File: config.mk
export PLATFORM = sky130hd
export DESIGN_NAME = sll_iter
export DESIGN_NICKNAME = d
export VERILOG_FILES = /design/src/rtl/sll_iter_pkg.sv /design/src/rtl/sll_stage.sv /design/src/rtl/sll_iter.sv
export SDC_FILE = /design/constraint.sdc
export NUM_CORES = 1
export LEC_CHECK = 0
export ABC_CLOCK_PERIOD_IN_PS = 6400
export CAP_MARGIN = 0
export CELL_PAD_IN_SITES_DETAIL_PLACEMENT = 0
export CELL_PAD_IN_SITES_GLOBAL_PLACEMENT = 1
export CORE_ASPECT_RATIO = 0.9
export CORE_MARGIN = 5
export CORE_UTILIZATION = 46
export DETAILED_ROUTE_END_ITERATION = 12
export PLACE_DENSITY_LB_ADDON = 0.1
export SETUP_SLACK_MARGIN = 0.2
export SLEW_MARGIN = 15
export SYNTH_ARGS = -nofsm -noshare
export SYNTH_HDL_FRONTEND = slang
export SYNTH_HIERARCHICAL = 1
export SYNTH_SLANG_ARGS = --single-unit
export TNS_END_PERCENT = 10
File: constraint.sdc
create_clock -name clk -period 6.4 [get_ports clk]
set_input_delay 0.96 -clock clk [delete_from_list [all_inputs] [get_ports clk]]
set_output_delay 0.96 -clock clk [all_outputs]
set_load 0.03 [all_outputs]
File: src/rtl/sll_iter_pkg.sv
// Shared types for the iterative left shifter.
// Holds the FSM state enum and stage-counter width helpers.
package sll_iter_pkg;

  typedef enum logic [1:0] {
    S_IDLE,
    S_SHIFT,
    S_DONE
  } sll_iter_state_t;

  localparam int SLL_N  = 32;
  localparam int SLL_L  = $clog2(SLL_N);
  localparam int SLL_KW = (SLL_L < 2) ? 1 : $clog2(SLL_L);

  function automatic int kw_of(int l);
    return (l < 2) ? 1 : $clog2(l);
  endfunction

endpackage

File: src/rtl/sll_stage.sv
// One logarithmic stage: data_o = bit_i ? data_i << 2^k_i : data_i.
// Ports: data_i, bit_i (amount bit), k_i (stage index), data_o.
module sll_stage
  import sll_iter_pkg::*;
#(
  parameter int N  = SLL_N,
  parameter int KW = SLL_KW
) (
  input  logic [N-1:0]  data_i,
  input  logic          bit_i,
  input  logic [KW-1:0] k_i,
  output logic [N-1:0]  data_o
);

  always_comb begin
    data_o = data_i;
    if (bit_i)
      data_o = data_i << (1 << k_i);
  end

endmodule

File: src/rtl/sll_iter.sv
// Multi-cycle logical left shifter, one shamt bit per clock.
// Ports: clk, rst (async low), in/out valid-ready, in, shamt, out, busy.
module sll_iter
  import sll_iter_pkg::*;
#(
  parameter  int N = 32,
  localparam int L = $clog2(N)
) (
  input  logic         clk,
  input  logic         rst,
  input  logic         in_valid,
  output logic         in_ready,
  input  logic [N-1:0] in,
  input  logic [L-1:0] shamt,
  output logic         out_valid,
  input  logic         out_ready,
  output logic [N-1:0] out,
  output logic         busy
);

  localparam int KW = kw_of(L);

  sll_iter_state_t state_q, state_d;
  logic [N-1:0]    data_q, data_d;
  logic [L-1:0]    amt_q, amt_d;
  logic [KW-1:0]   k_q, k_d;
  logic [N-1:0]    out_q, out_d;
  logic [N-1:0]    stage_o;

  sll_stage #(
    .N  (N),
    .KW (KW)
  ) u_stage (
    .data_i (data_q),
    .bit_i  (amt_q[k_q]),
    .k_i    (k_q),
    .data_o (stage_o)
  );

  always_ff @(posedge clk or negedge rst) begin
    if (!rst) begin
      state_q <= S_IDLE;
      data_q  <= '0;
      amt_q   <= '0;
      k_q     <= '0;
      out_q   <= '0;
    end else begin
      state_q <= state_d;
      data_q  <= data_d;
      amt_q   <= amt_d;
      k_q     <= k_d;
      out_q   <= out_d;
    end
  end

  // out_q is separate from data_q so the result survives
  // the next operation's capture and shifting.
  always_comb begin
    state_d = state_q;
    data_d  = data_q;
    amt_d   = amt_q;
    k_d     = k_q;
    out_d   = out_q;
    unique case (state_q)
      S_IDLE: begin
        if (in_valid) begin
          data_d  = in;
          amt_d   = shamt;
          k_d     = '0;
          state_d = S_SHIFT;
        end
      end
      S_SHIFT: begin
        data_d = stage_o;
        k_d    = k_q + 1'b1;
        if (k_q == KW'(L - 1)) begin
          out_d   = stage_o;
          state_d = S_DONE;
        end
      end
      S_DONE: begin
        if (out_ready)
          state_d = S_IDLE;
      end
      default: state_d = S_IDLE;
    endcase
  end

  assign in_ready  = (state_q == S_IDLE);
  assign out_valid = (state_q == S_DONE);
  assign busy      = (state_q != S_IDLE);
  assign out       = out_q;

endmodule

; ---- After elaboration in Yosys (flattened, before gate mapping)
; Index checks and enable logic that the tools add are counted.
[totals]
register_bits = 74
inputBits = 41
output_inout_bits = 35
wordCells = 33
[classes]
n_addsub = 1
magnitude_cmp = 1
n_eq_ne = 6
shift = 2
mux = 11
reduce_logical = 7
[ops]
columns = operator, count
row1 = $mux W32, 2
row2 = $pmux W32 S2, 1
row3 = $shl A1 B3 Y32 const A, 1
row4 = $shl A32 B32 Y32, 1
row5 = $mux W2, 3
row6 = $pmux W2 S3, 1
row7 = $pmux W3 S2, 1
row8 = $reduce_and A2 Y1, 3
row9 = $lt A3 B4 Y1 const B, 1
row10 = $ne A2 B2 Y1 const B, 2
row11 = $reduce_bool A2 Y1, 2
row12 = $add A3 B1 Y3 const B, 1
row13 = $bmux W1 S3, 1
row14 = $eq A3 B3 Y1 const B, 1
row15 = $mux W3, 1
row16 = $reduce_and A3 Y1, 1
row17 = $eq A2 B1 Y1 const B, 1
row18 = $eq A2 B2 Y1 const B, 1
row19 = $logic_not A2 Y1, 1
row20 = $ne A2 B1 Y1 const B, 1
row21 = $mux W1, 1

; ---- Depth between registers and ports, before layout
; Gate-level depths: netlist of the first run.
[logic_depth]
word_depth = 4
mapped_depth = 10
mapped_depth_nobuf = 9

; ---- Modules after synthesis
; The synthesis of the first run kept the hierarchy.
[modules_own_cells]
columns = module, instances, cells_each, area_per_inst_um2, seq_area_each_um2
row1 = sll_iter, 1, 291, 3512.1, 1851.8
row2 = sll_stage, 1, 207, 1441.4, 0.0

; ---- Worst setup path after synthesis of the first run
; No wires, ideal clock.
[synth_timing]
path_type = register to register
startpoint = register k_q[2]
endpoint = register out_q[27] (netlist: out[27])
setup_time_ps = 125
arrival_ps = 2132
t_required_ps = 6275
path_slack_ps = 4142
stages_incl_launch_ff = 10
n_path_buf = 3
period_less_slack_ps = 2258
cell_sequence = dfrtp_1 -> clkbuf_1 -> or3_1 -> o31ai_1 -> buf_2 -> clkinv_1 -> clkbuf_1 -> a32oi_1 -> o31ai_1 -> mux2_4
[synth_between]
elab_chain_len = 3
elab_cells_between_ends = 7
cone_classes = eq/ne (1) / shift (2) / mux (3) / reduce/logical (1)
[synth_lines]
columns = element, line_no
row1 = start: declaration, sll_iter.sv:26  ; logic [KW-1:0] k_q, k_d;
row2 = start signal: assignment, sll_iter.sv:51  ; k_q <= k_d;
row3 = $shl A1 B3 Y32 / $bmux W1 S3 (equally long branches), "sll_stage.sv:18, sll_iter.sv:35"
row4 = $shl A32 B32 Y32 / $mux W1 (equally long branches), "sll_stage.sv:18, sll_iter.sv:35"
row5 = $mux W32 *, sll_stage.sv:17  ; if (bit_i)
row6 = named net stage_o[27], sll_iter.sv:28  ; logic [N-1:0] stage_o;
row7 = end signal: assignment, sll_iter.sv:52  ; out_q <= out_d;
row8 = end: declaration, sll_iter.sv:27  ; logic [N-1:0] out_q, out_d;
; The timed path passes the listed nets; every way through them passes the cells marked *. The select of a mux whose other input is x is not followed.
; A chain may end at the register's enable or synchronous reset.

; ---- Final worst setup path of the first run
[layout_timing]
startpoint = register k_q[1]
endpoint = register data_q[10]
[layout_between]
elab_chain_len = 4
elab_cells_between_ends = 6
cone_classes = shift (2) / mux (4)
[layout_lines]
columns = element, line_no
row1 = $shl A1 B3 Y32 / $bmux W1 S3 (equally long branches), "sll_stage.sv:18, sll_iter.sv:35"
row2 = $shl A32 B32 Y32 / $mux W1 (equally long branches), "sll_stage.sv:18, sll_iter.sv:35"
row3 = $mux W32 *, sll_stage.sv:17
row4 = named net stage_o[10], sll_iter.sv:28
row5 = $pmux W32 S2 *, sll_iter.sv:64  ; unique case (state_q)
row6 = end signal: assignment, sll_iter.sv:49  ; data_q <= data_d;
row7 = end: declaration, sll_iter.sv:24  ; logic [N-1:0] data_q, data_d;
; Marks and branches as above.

==> results of run 1 <==
[report_power, final]
group,leakage [uW],internal [uW],switching (uW)
Sequential,0.000934,683,236
Combinational,0.00143,979,1210
Clock,0.000135,313,203
[worst max-delay path: cells and delay by family (launching register included)]
| family | cells | cell delay [ns] |
|---|---|---|
| AOI/OAI and AO/OA | 4 | 1.05 |
| DFF | 1 | 0.32 |
| muxes | 1 | 0.14 |
| and+or+nand+nor | 1 | 0.36 |
| buffers and inverters | 3 | 1.38 |
[sequential cells by signal (all words and copies together), names as in the netlist]
name	cells
k_q	3
data_q	32
state_q	2
amt_q	5
out	32
[logic make-up (layout without fill, tap and decap cells)]
| logic type | count (synthesis) | count (layout) | synth area share |
|---|---|---|---|
| AO/OA/AOI/OAI | 184 | 184 | 0.2352 |
| AND/OR/NAND/NOR | 116 | 116 | 0.1281 |
| flip-flops | 74 | 74 | 0.3738 |
| multiplexers | 63 | 63 | 0.1889 |
| buffers and inverters | 59 | 114 | 0.06896 |
| adder cells (fa/ha/maj) | 2 | 2 | 0.005051 |
[layout make-up]
class                           count  share of cell area
Sequential cell                    74              0.3104
Timing Repair Buffer               84              0.1366
Tap cell                          133             0.02787
Multi-Input combinational cell    365              0.4663
Inverter                           14            0.008801
Clock inverter                      4            0.008801
Clock buffer                       12             0.04128
[layout by cell type, fill, tap and decap left out, types with 11 or more instances in the layout]
cell	synthesis	layout
clkdlybuf4s50_1	0	74
mux2i_1	11	11
o21ai_0	44	44
nor2_1	27	27
a21oi_1	56	56
dfrtp_1	74	73
nand2b_1	11	11
inv_1	11	11
nand2_1	19	19
a22oi_1	32	32
mux2_4	34	34
nor2b_1	40	38
[final timing paths]
check | from | to
min reg2reg | out[16]$_DFFE_PN0P_ | out[16]$_DFFE_PN0P_
max | k_q[1]$_DFFE_PN0P_ | data_q[10]$_DFFE_PN0P_
min in group asynchronous | rst | out[12]$_DFFE_PN0P_
max in group asynchronous | rst | k_q[0]$_DFFE_PN0P_
max reg2reg | k_q[1]$_DFFE_PN0P_ | data_q[10]$_DFFE_PN0P_
min | out[16]$_DFFE_PN0P_ | out[16]$_DFFE_PN0P_
[layer usage]
layer  routed length (um)  GRT usage
met1                 6699     0.3231
met2                 6107     0.3300
met3                  776    0.04603
met4                   96    0.04824
met5                    0          0
[metrics by stage]
step / setup WS [ns] / instances / hold slack (ns) / power [uW]
2_1_floorplan: 4.142 / 498 / 0.4739 / 2521
3_3_place_gp: 3.162 / 670 / 0.4919 / 3061
3_5_place_dp: 3.082 / 670 / 0.4920 / 3100
4_1_cts: 3.067 / 686 / 0.5113 / 3626
5_1_grt: 2.768 / 686 / 0.5192 / 3891
6_report: 3.039 / 686 / 0.5075 / 3624
==> reports/metrics.yaml, run 1 <==
clock_tree:
  ctsHoldBuffers: 0
  cts_setup_buffers: 0
  cts_buffers: 9
  cts_tree: "yes"
  clk_path_buf_depth: 2
  root_buffer: "clkbuf_16"
  post_cts_resized: 0
  cts.sinks: 74
  clkTransAtPathRegs_ns: 0.06
  clock_latency_ns: 0.34
  cts_max_level: 3
final_layout:
  n_antenna_cell: 0
  ff_latch_area_um2: 1853
  final_area_um2: 5971
  synthToLayoutAreaGrowth_pct: 20.54
  n_fill_cell: 966
  utilization: 0.5593
  finalNetCount: 591
  multi_input_area_um2: 2784
  drive_gt1_frac: 0.1591
power_and_ir_drop:
  ir_drop_uv: 310.7
  p_per_area_nw_per_um2: 606.9
  leakage_uw: 0.002499
synth:
  synth_edf_count: 0
  synth_top_cell_area_share: 0.3738
  synthArstFlopShare: 1.000
  yosysMostFrequentCell: "dfrtp_1"
  syn-num-nets: 541
  syn_inst: 498
  ys.flop_type: "dfrtp_1"
  synthTopCellsByArea: "dfrtp_1, mux2_4, a21oi_1"
  yosysUniqueCellTypes: 56
  synth_seq_cells: 74
  ys_warn_count: 6
  synth_area_per_cell_um2: 9.947
  yosys-top-cells-count: "dfrtp_1, a21oi_1, o21ai_0"
  yosysTopAreaCell: "dfrtp_1"
  syn_area_um2: 4954
  yosysSeqAreaShare: 0.3738
grt:
  grt_first_pass_wirelength_um: 22630
  grt_max_degree: 75
  antenna_found_initial: 0
  grt_usage: 0.2184
  grt_overflow: 0
  first_global_vias: 4117
floorplan:
  num_rows: 36
  ios: 76
  die_w_um: 119.4
  die_area_um2: 12950
  start_util: 0.4640
  core-area_um2: 10680
  die-height_um: 108.4
min_path:
  min_delay_path_depth: 1
  hold_path.class: "flip-flop to flip-flop"
worst_setup_path:
  endpoint_kind: "flip-flop"
  cpPeakStageDelay_ns: 0.72
  crit_chain: "buf_4 -> mux2i_1 -> or3_1 -> o31ai_4 -> buf_4 -> clkinv_1 -> o41ai_1 -> a22oi_1 -> o21ai_0"
  cp.arrival_ns: 3.60
  cp_slowest_cell: "o41ai_1"
  crit_fanout: 48
  critical_path_class: "flip-flop to flip-flop"
  reg2reg_slack_ns: 3.04
  rr_worst_depth: 9
  start_kind: "flip-flop"
  required_ns: 6.64
  worst_path_most_repeated_cell: "buf_4"
sta:
  worst_slew_pin_slew_ns: 0.9318
  setup_tns_ns: 0
  slew_viol_final: 0
  rsz0062_at_grt: "no"
  setup_viol: 0
  post-route-period-util: 0.5252
  fmax_mhz: 297.5
  fin_skew_ns: 0.007262
  hold_viol: 0
  slew_headroom: 0.3788
  fin_crit_ns: 3.361
drt:
  initialDrtViolationCount: 363
  vias: 4072
  via_per_inst: 5.936
  antenna_left: 0
  avgRoutedWirePerCell_um: 19.94
  drc_errors: 0
  first_pass_iters: 6
  totalWireLength_um: 13680
placement:
  portBuffers: 75
  hpwl_um: 9064
  place.gp.congestion: 0.9025
  placed_area_um2: 5672
status:
  outcome: "completed"
flow_run:
  drv_cap: 0
Note: power is estimated with default switching activity, not from simulation.
==> run 2: changes to the inputs <==
- ABC_CLOCK_PERIOD_IN_PS: 6400 -> 3200
- CORE_UTILIZATION: 46 -> 42
- clock period: 6.4 -> 3.2 ns (I/O delays scaled with it)
==> reports/metrics.yaml, run 2 (same netlist as run 1, synthesis figures left out) <==
status:
  outcome: "completed"
drt:
  drc_errors: 0  # unchanged
  vias: 4179  # +2.6%
  initialDrtViolationCount: 299  # -18%
  avgRoutedWirePerCell_um: 19.76  # -0.92%
  via_per_inst: 5.861  # -1.3%
  antenna_left: 0  # unchanged
  totalWireLength_um: 14090  # +3.0%
  first_pass_iters: 5  # -1
worst_setup_path:
  required_ns: 2.72  # -3.92 ns
  cp.arrival_ns: 2.07  # -1.53 ns
  cp_slowest_cell: "clkdlybuf4s50_1"
  critical_path_class: "flip-flop to output port"
  crit_fanout: 21  # -56%
  start_kind: "flip-flop"
  crit_chain: "or2_4 -> inv_2 -> clkdlybuf4s50_1"
  critPathBufInv: 2  # -1
  path_delay_family: "buffers and inverters"
  endpoint_kind: "output port"
  cpPeakStageDelay_ns: 0.67  # -0.05 ns
sta:
  setup_viol: 0  # unchanged
  fin_skew_ns: 0.007294  # +0.00003156 ns
  setup_tns_ns: 0  # unchanged
  slew_headroom: 0.3706  # -0.008253
  slew_viol_final: 0  # unchanged
  fin_crit_ns: 2.551
  post-route-period-util: 0.7972
  hold_viol: 0  # unchanged
  fmax_mhz: 392.0
  worst_slew_pin_slew_ns: 0.9441  # +0.01238 ns
  rsz0062_at_grt: "no"
floorplan:
  die-height_um: 113.0  # +4.2%
  num_rows: 37  # +2.8%
  ios: 76  # unchanged
  die_w_um: 124.5  # +4.3%
  start_util: 0.4315  # -0.03257
  die_area_um2: 14070  # +8.7%
  core-area_um2: 11480  # +7.5%
final_layout:
  final_common_cell: "clkdlybuf4s50_1"
  finalNetCount: 596  # +0.85%
  final_cell_mix: "clkdlybuf4s50_1, dfrtp_1, a21oi_1, o21ai_0, nor2b_1"
  n_fill_cell: 1086  # +12%
  synthToLayoutAreaGrowth_pct: 22.20
  ff_latch_area_um2: 1853  # unchanged
  finalNonFillerCells: 713  # +3.9%
  n_antenna_cell: 0  # unchanged
  multi_input_area_um2: 2779  # -0.18%
  drive_gt1_frac: 0.1688  # +0.009629
placement:
  place.gp.congestion: 0.8357  # -7.4%
  hpwl_um: 9553  # +5.4%
  portBuffers: 75  # unchanged
  place_inst: 698  # +4.2%
grt:
  grt_overflow: 0  # unchanged
  first_global_vias: 4087  # -0.73%
  antenna_found_initial: 0  # unchanged
  grt_usage: 0.2012  # -0.01722
  grt_first_pass_wirelength_um: 22900  # +1.2%
  grt_max_degree: 75  # unchanged
clock_tree:
  post_cts_resized: 0  # unchanged
  clkTransAtPathRegs_ns: 0.06  # about the same
  clock_latency_ns: 0.34  # about the same
  cts.sinks: 74  # unchanged
  cts_setup_buffers: 0  # unchanged
  cts_max_level: 3  # unchanged
  cts_tree: "yes"
  cts_buffers: 9  # unchanged
  root_buffer: "clkbuf_16"
  ctsHoldBuffers: 0  # unchanged
  clk_path_buf_depth: 2  # unchanged
flow_run:
  drv_cap: 0  # unchanged
min_path:
  hold_path.class: "input port to async pin"
power_and_ir_drop:
  leakage_uw: 0.002539  # +1.6%
  p_per_area_nw_per_um2: 1210  # +99%
  ir_drop_uv: 560.2  # +80%
## run 2: cell count changes in the layout (fill, tap and decap cells not counted)
cell / change
buf_4: +4
clkinv_2: +3
clkbuf_1: -2
clkinvlp_4: -2
buf_12: +1
bufinv_16: +1
clkbuf_8: -1
nor2b_2: +1
nor2b_4: -1
## run 2: area by class of cell
class	count	share of cell area
Multi-Input combinational cell	365	0.4591
Sequential cell	74	0.3061
Timing Repair Buffer	89	0.1430
Clock buffer	9	0.03721
Tap cell	156	0.03224
Clock inverter	6	0.01364
Inverter	14	0.008681
## run 2: report_power, final
group | switching, uW | internal (uW)
combinational | 2390 | 1980
sequential | 507 | 1370
clock | 400 | 674
## run 2: path summary, 6_finish.rpt
| kind | endpoint | start | depth (start not counted) | slack [ns] |
|---|---|---|---|---|
| max | in_ready | state_q[0]$_DFFE_PN0P_ | 3 | 0.65 |
| min | out[7]$_DFFE_PN0P_ | rst | 1 | 0.29 |
| max reg2reg | out[23]$_DFFE_PN0P_ | k_q[2]$_DFFE_PN0P_ | 5 | 0.70 |
| min reg2reg | out[6]$_DFFE_PN0P_ | out[6]$_DFFE_PN0P_ | 1 | 0.51 |
| max in group asynchronous | k_q[0]$_DFFE_PN0P_ | rst | 1 | 2.25 |
| min in group clk | out[6]$_DFFE_PN0P_ | out[6]$_DFFE_PN0P_ | 1 | 0.51 |
## run 2: layer usage
| layer | routed length (um) | share of wire | GRT usage |
|---|---|---|---|
| met1 | 6629 | 0.47 | 0.2858 |
| met5 | 0 | 0 | 0 |
| met2 | 6314 | 0.45 | 0.3033 |
| met3 | 889 | 0.063 | 0.05191 |
| met4 | 253 | 0.018 | 0.06063 |
## run 2: through the flow
stage	total power, uW	utilization	hold slack [ns]	instance area, um^2	setup WS, ns
floorplan	5042	-	0.1844	4954	0.9424
global placement	6165	0.5004	0.4901	5746	0.7853
detailed placement	6225	0.5004	0.4965	5746	0.7925
CTS	7335	0.5272	0.3301	6053	0.6488
global route	7843	0.5272	0.3863	6053	0.5428
finish	7323	0.5272	0.2935	6053	0.6489
## run 2: worst register-to-register path: stages (launching register included)
cell	delay, ns
dfrtp_1	0.51
buf_4	0.34
clkinv_1	0.53
a221oi_1	0.60
nor2_1	0.12
mux2_4	0.29
==> run 3: changes to the inputs <==
- ABC_CLOCK_PERIOD_IN_PS: 3200 -> 2500
- clock period: 3.2 -> 2.5 ns (I/O delays scaled with it)
==> reports/metrics.yaml, run 3 (same netlist as run 1, synthesis figures left out) <==
clock_tree:
  clkTransAtPathRegs_ns: 0.06  # about the same
  cts_max_level: 3  # unchanged
  cts_setup_buffers: 0  # unchanged
  clock_latency_ns: 0.34  # about the same
  root_buffer: "clkbuf_16"
  cts.sinks: 74  # unchanged
  clk_path_buf_depth: 2  # unchanged
  cts_tree: "yes"
  cts_buffers: 9  # unchanged
  ctsHoldBuffers: 0  # unchanged
worst_setup_path:
  cp_slowest_cell: "dfrtp_1"
  r2r_start: "k_q[1]$_DFFE_PN0P_"
  r2r_end: "data_q[10]$_DFFE_PN0P_"
  endpoint_kind: "flip-flop"
  required_ns: 2.76  # +0.04 ns
  cpPeakStageDelay_ns: 0.43  # -0.24 ns
  startpoint: "k_q[1]$_DFFE_PN0P_"
  start_kind: "flip-flop"
  crit_fanout: 9  # -57%
  reg2reg_slack_ns: 0.24  # -0.46 ns
  crit_end: "data_q[10]$_DFFE_PN0P_"
  cp.arrival_ns: 2.52  # +0.45 ns
  rr_worst_depth: 8  # +3
  critical_path_class: "flip-flop to flip-flop"
  crit_chain: "mux2i_1 -> or3_1 -> o31ai_4 -> clkinv_1 -> buf_4 -> o41ai_2 -> a22oi_1 -> o21ai_0"
final_layout:
  final_area_um2: 6115  # +1.0%
  drive_gt1_frac: 0.1758  # +0.007082
  n_antenna_cell: 0  # unchanged
  finalNonFillerCells: 719  # +0.84%
  ff_latch_area_um2: 1853  # unchanged
  final_common_cell: "clkdlybuf4s50_1"
  synthToLayoutAreaGrowth_pct: 23.44
  final_cell_mix: "clkdlybuf4s50_1, dfrtp_1, a21oi_1, o21ai_0, nor2b_1"
  n_fill_cell: 1105  # +1.7%
  finalNetCount: 601  # +0.84%
  multi_input_area_um2: 2798  # +0.68%
flow_run:
  drv_cap: 0  # unchanged
sta:
  rsz0062_at_grt: "yes"
  worst_slew_pin_slew_ns: 0.5885  # -0.3557 ns
  setup_tns_ns: 0  # unchanged
  fmax_mhz: 441.7
  fin_crit_ns: 2.264
  setup_viol: 0  # unchanged
  slew_viol_final: 0  # unchanged
  hold_viol: 0  # unchanged
  slew_headroom: 0.6077  # +0.2371
  post-route-period-util: 0.9057
  fin_skew_ns: 0.009686  # +0.002392 ns
  whs_ns: 0.04098  # -0.2526 ns
grt:
  grt_max_degree: 56  # -25%
  first_global_vias: 4173  # +2.1%
  grt_overflow: 0  # unchanged
  antenna_found_initial: 0  # unchanged
  grt_usage: 0.2045  # +0.003332
  grt_first_pass_wirelength_um: 23330  # +1.9%
floorplan:
  die_w_um: 124.5  # unchanged
  num_rows: 37  # unchanged
  core-area_um2: 11480  # unchanged
  die-height_um: 113.0  # unchanged
  start_util: 0.4315  # unchanged
  die_area_um2: 14070  # unchanged
  ios: 76  # unchanged
drt:
  via_per_inst: 5.716  # -2.5%
  first_pass_iters: 4  # -1
  antenna_left: 0  # unchanged
  initialDrtViolationCount: 236  # -21%
  vias: 4110  # -1.7%
  avgRoutedWirePerCell_um: 19.75  # about the same
  drc_errors: 0  # unchanged
  totalWireLength_um: 14200  # +0.82%
power_and_ir_drop:
  pwr-share-comb: 0.616  # +0.018
  ir_drop_uv: 794.6  # +42%
  p_int_uw: 5155  # +28%
  pwr-share-seq: 0.251  # -0.005
  power_uw: 9406  # +28%
  clockPowerShare: 0.133  # -0.014
  swShare: 0.4520  # +0.001575
  switchingPower_uw: 4252  # +29%
  p_per_area_nw_per_um2: 1538  # +27%
  leakage_uw: 0.002570  # +1.2%
placement:
  place.gp.congestion: 0.8598  # +2.9%
  place_inst: 703  # +0.72%
  portBuffers: 75  # unchanged
  hpwl_um: 9548  # about the same
  placed_area_um2: 5808  # +1.1%
min_path:
  hold_path.class: "input port to async pin"
status:
  outcome: "completed"
run 3: cell count changes in the layout (fill, tap and decap cells not counted), sizes merged:
cell / delta
clkinv: -1
clkinvlp: -1
bufinv: -1
buf: +5
clkbuf: +4
run 3: what timing repair did:
item | in CTS | in global routing
setup endpoints to repair | 3 | 32
gates resized for setup | 1 | 4
cloned | 0 | 0
run 3: critical path: cells and delay by family, from the launching register on:
family	cells	cell delay, ns
flops	1	0.43
compound gates	4	0.69
simple gates	1	0.36
mux	1	0.14
buf+inv	2	0.56
run 3: power by group through the flow:
stage          clock network (uW)  registers [uW]  logic (uW)
6_report                     1250            2360        5790
5_1_grt                      1340            2460        6290
4_1_cts                      1290            2350        5760
3_5_place_dp                    0            2360        5710
3_3_place_gp                    0            2340        5650
2_1_floorplan                   0            2610        3840
run 3: per-stage QoR:
step / setup slack (ns) / utilization
finish: 0.2358 / 0.5326
CTS: 0.1879 / 0.5307
global placement: 0.2850 / 0.5059
floorplan: 0.2424 / -
detailed placement: 0.2120 / 0.5059
global route: 0.08368 / 0.5326
run 3: per-layer routing:
metal  GRT usage  routed length [um]  vias to the layer above
li1            -                   -                     1947
met1      0.2930                6706                     2037
met2      0.3152                6545                      113
met3     0.04814                 790                       13
met4     0.04894                 158                        0
met5           0                   0                        -
run 3: layout make-up:
cell class              instances  share of cell area
clock buffers                  13             0.03929
multi-input cells             365              0.4575
repair buffers                 94              0.1531
clock inverters                 3            0.006548
well taps                     156             0.03192
inverters                      14            0.008594
flip-flops and latches         74              0.3030
run 3: how the worst min path moves through the flow:
stage / end / cells after the start / slack [ns]
final: out[6]$_DFFE_PN0P_ / 1 / 0.04
after global routing: out[6]$_DFFE_PN0P_ / 1 / 0.1
after floorplan: amt_q[0]$_DFFE_PN0P_ / 0 / 0.08
after detailed placement: out[6]$_DFFE_PN0P_ / 1 / 0.43
after global placement: out[6]$_DFFE_PN0P_ / 1 / 0.43
after CTS: data_q[0]$_DFFE_PN0P_ / 1 / 0.07
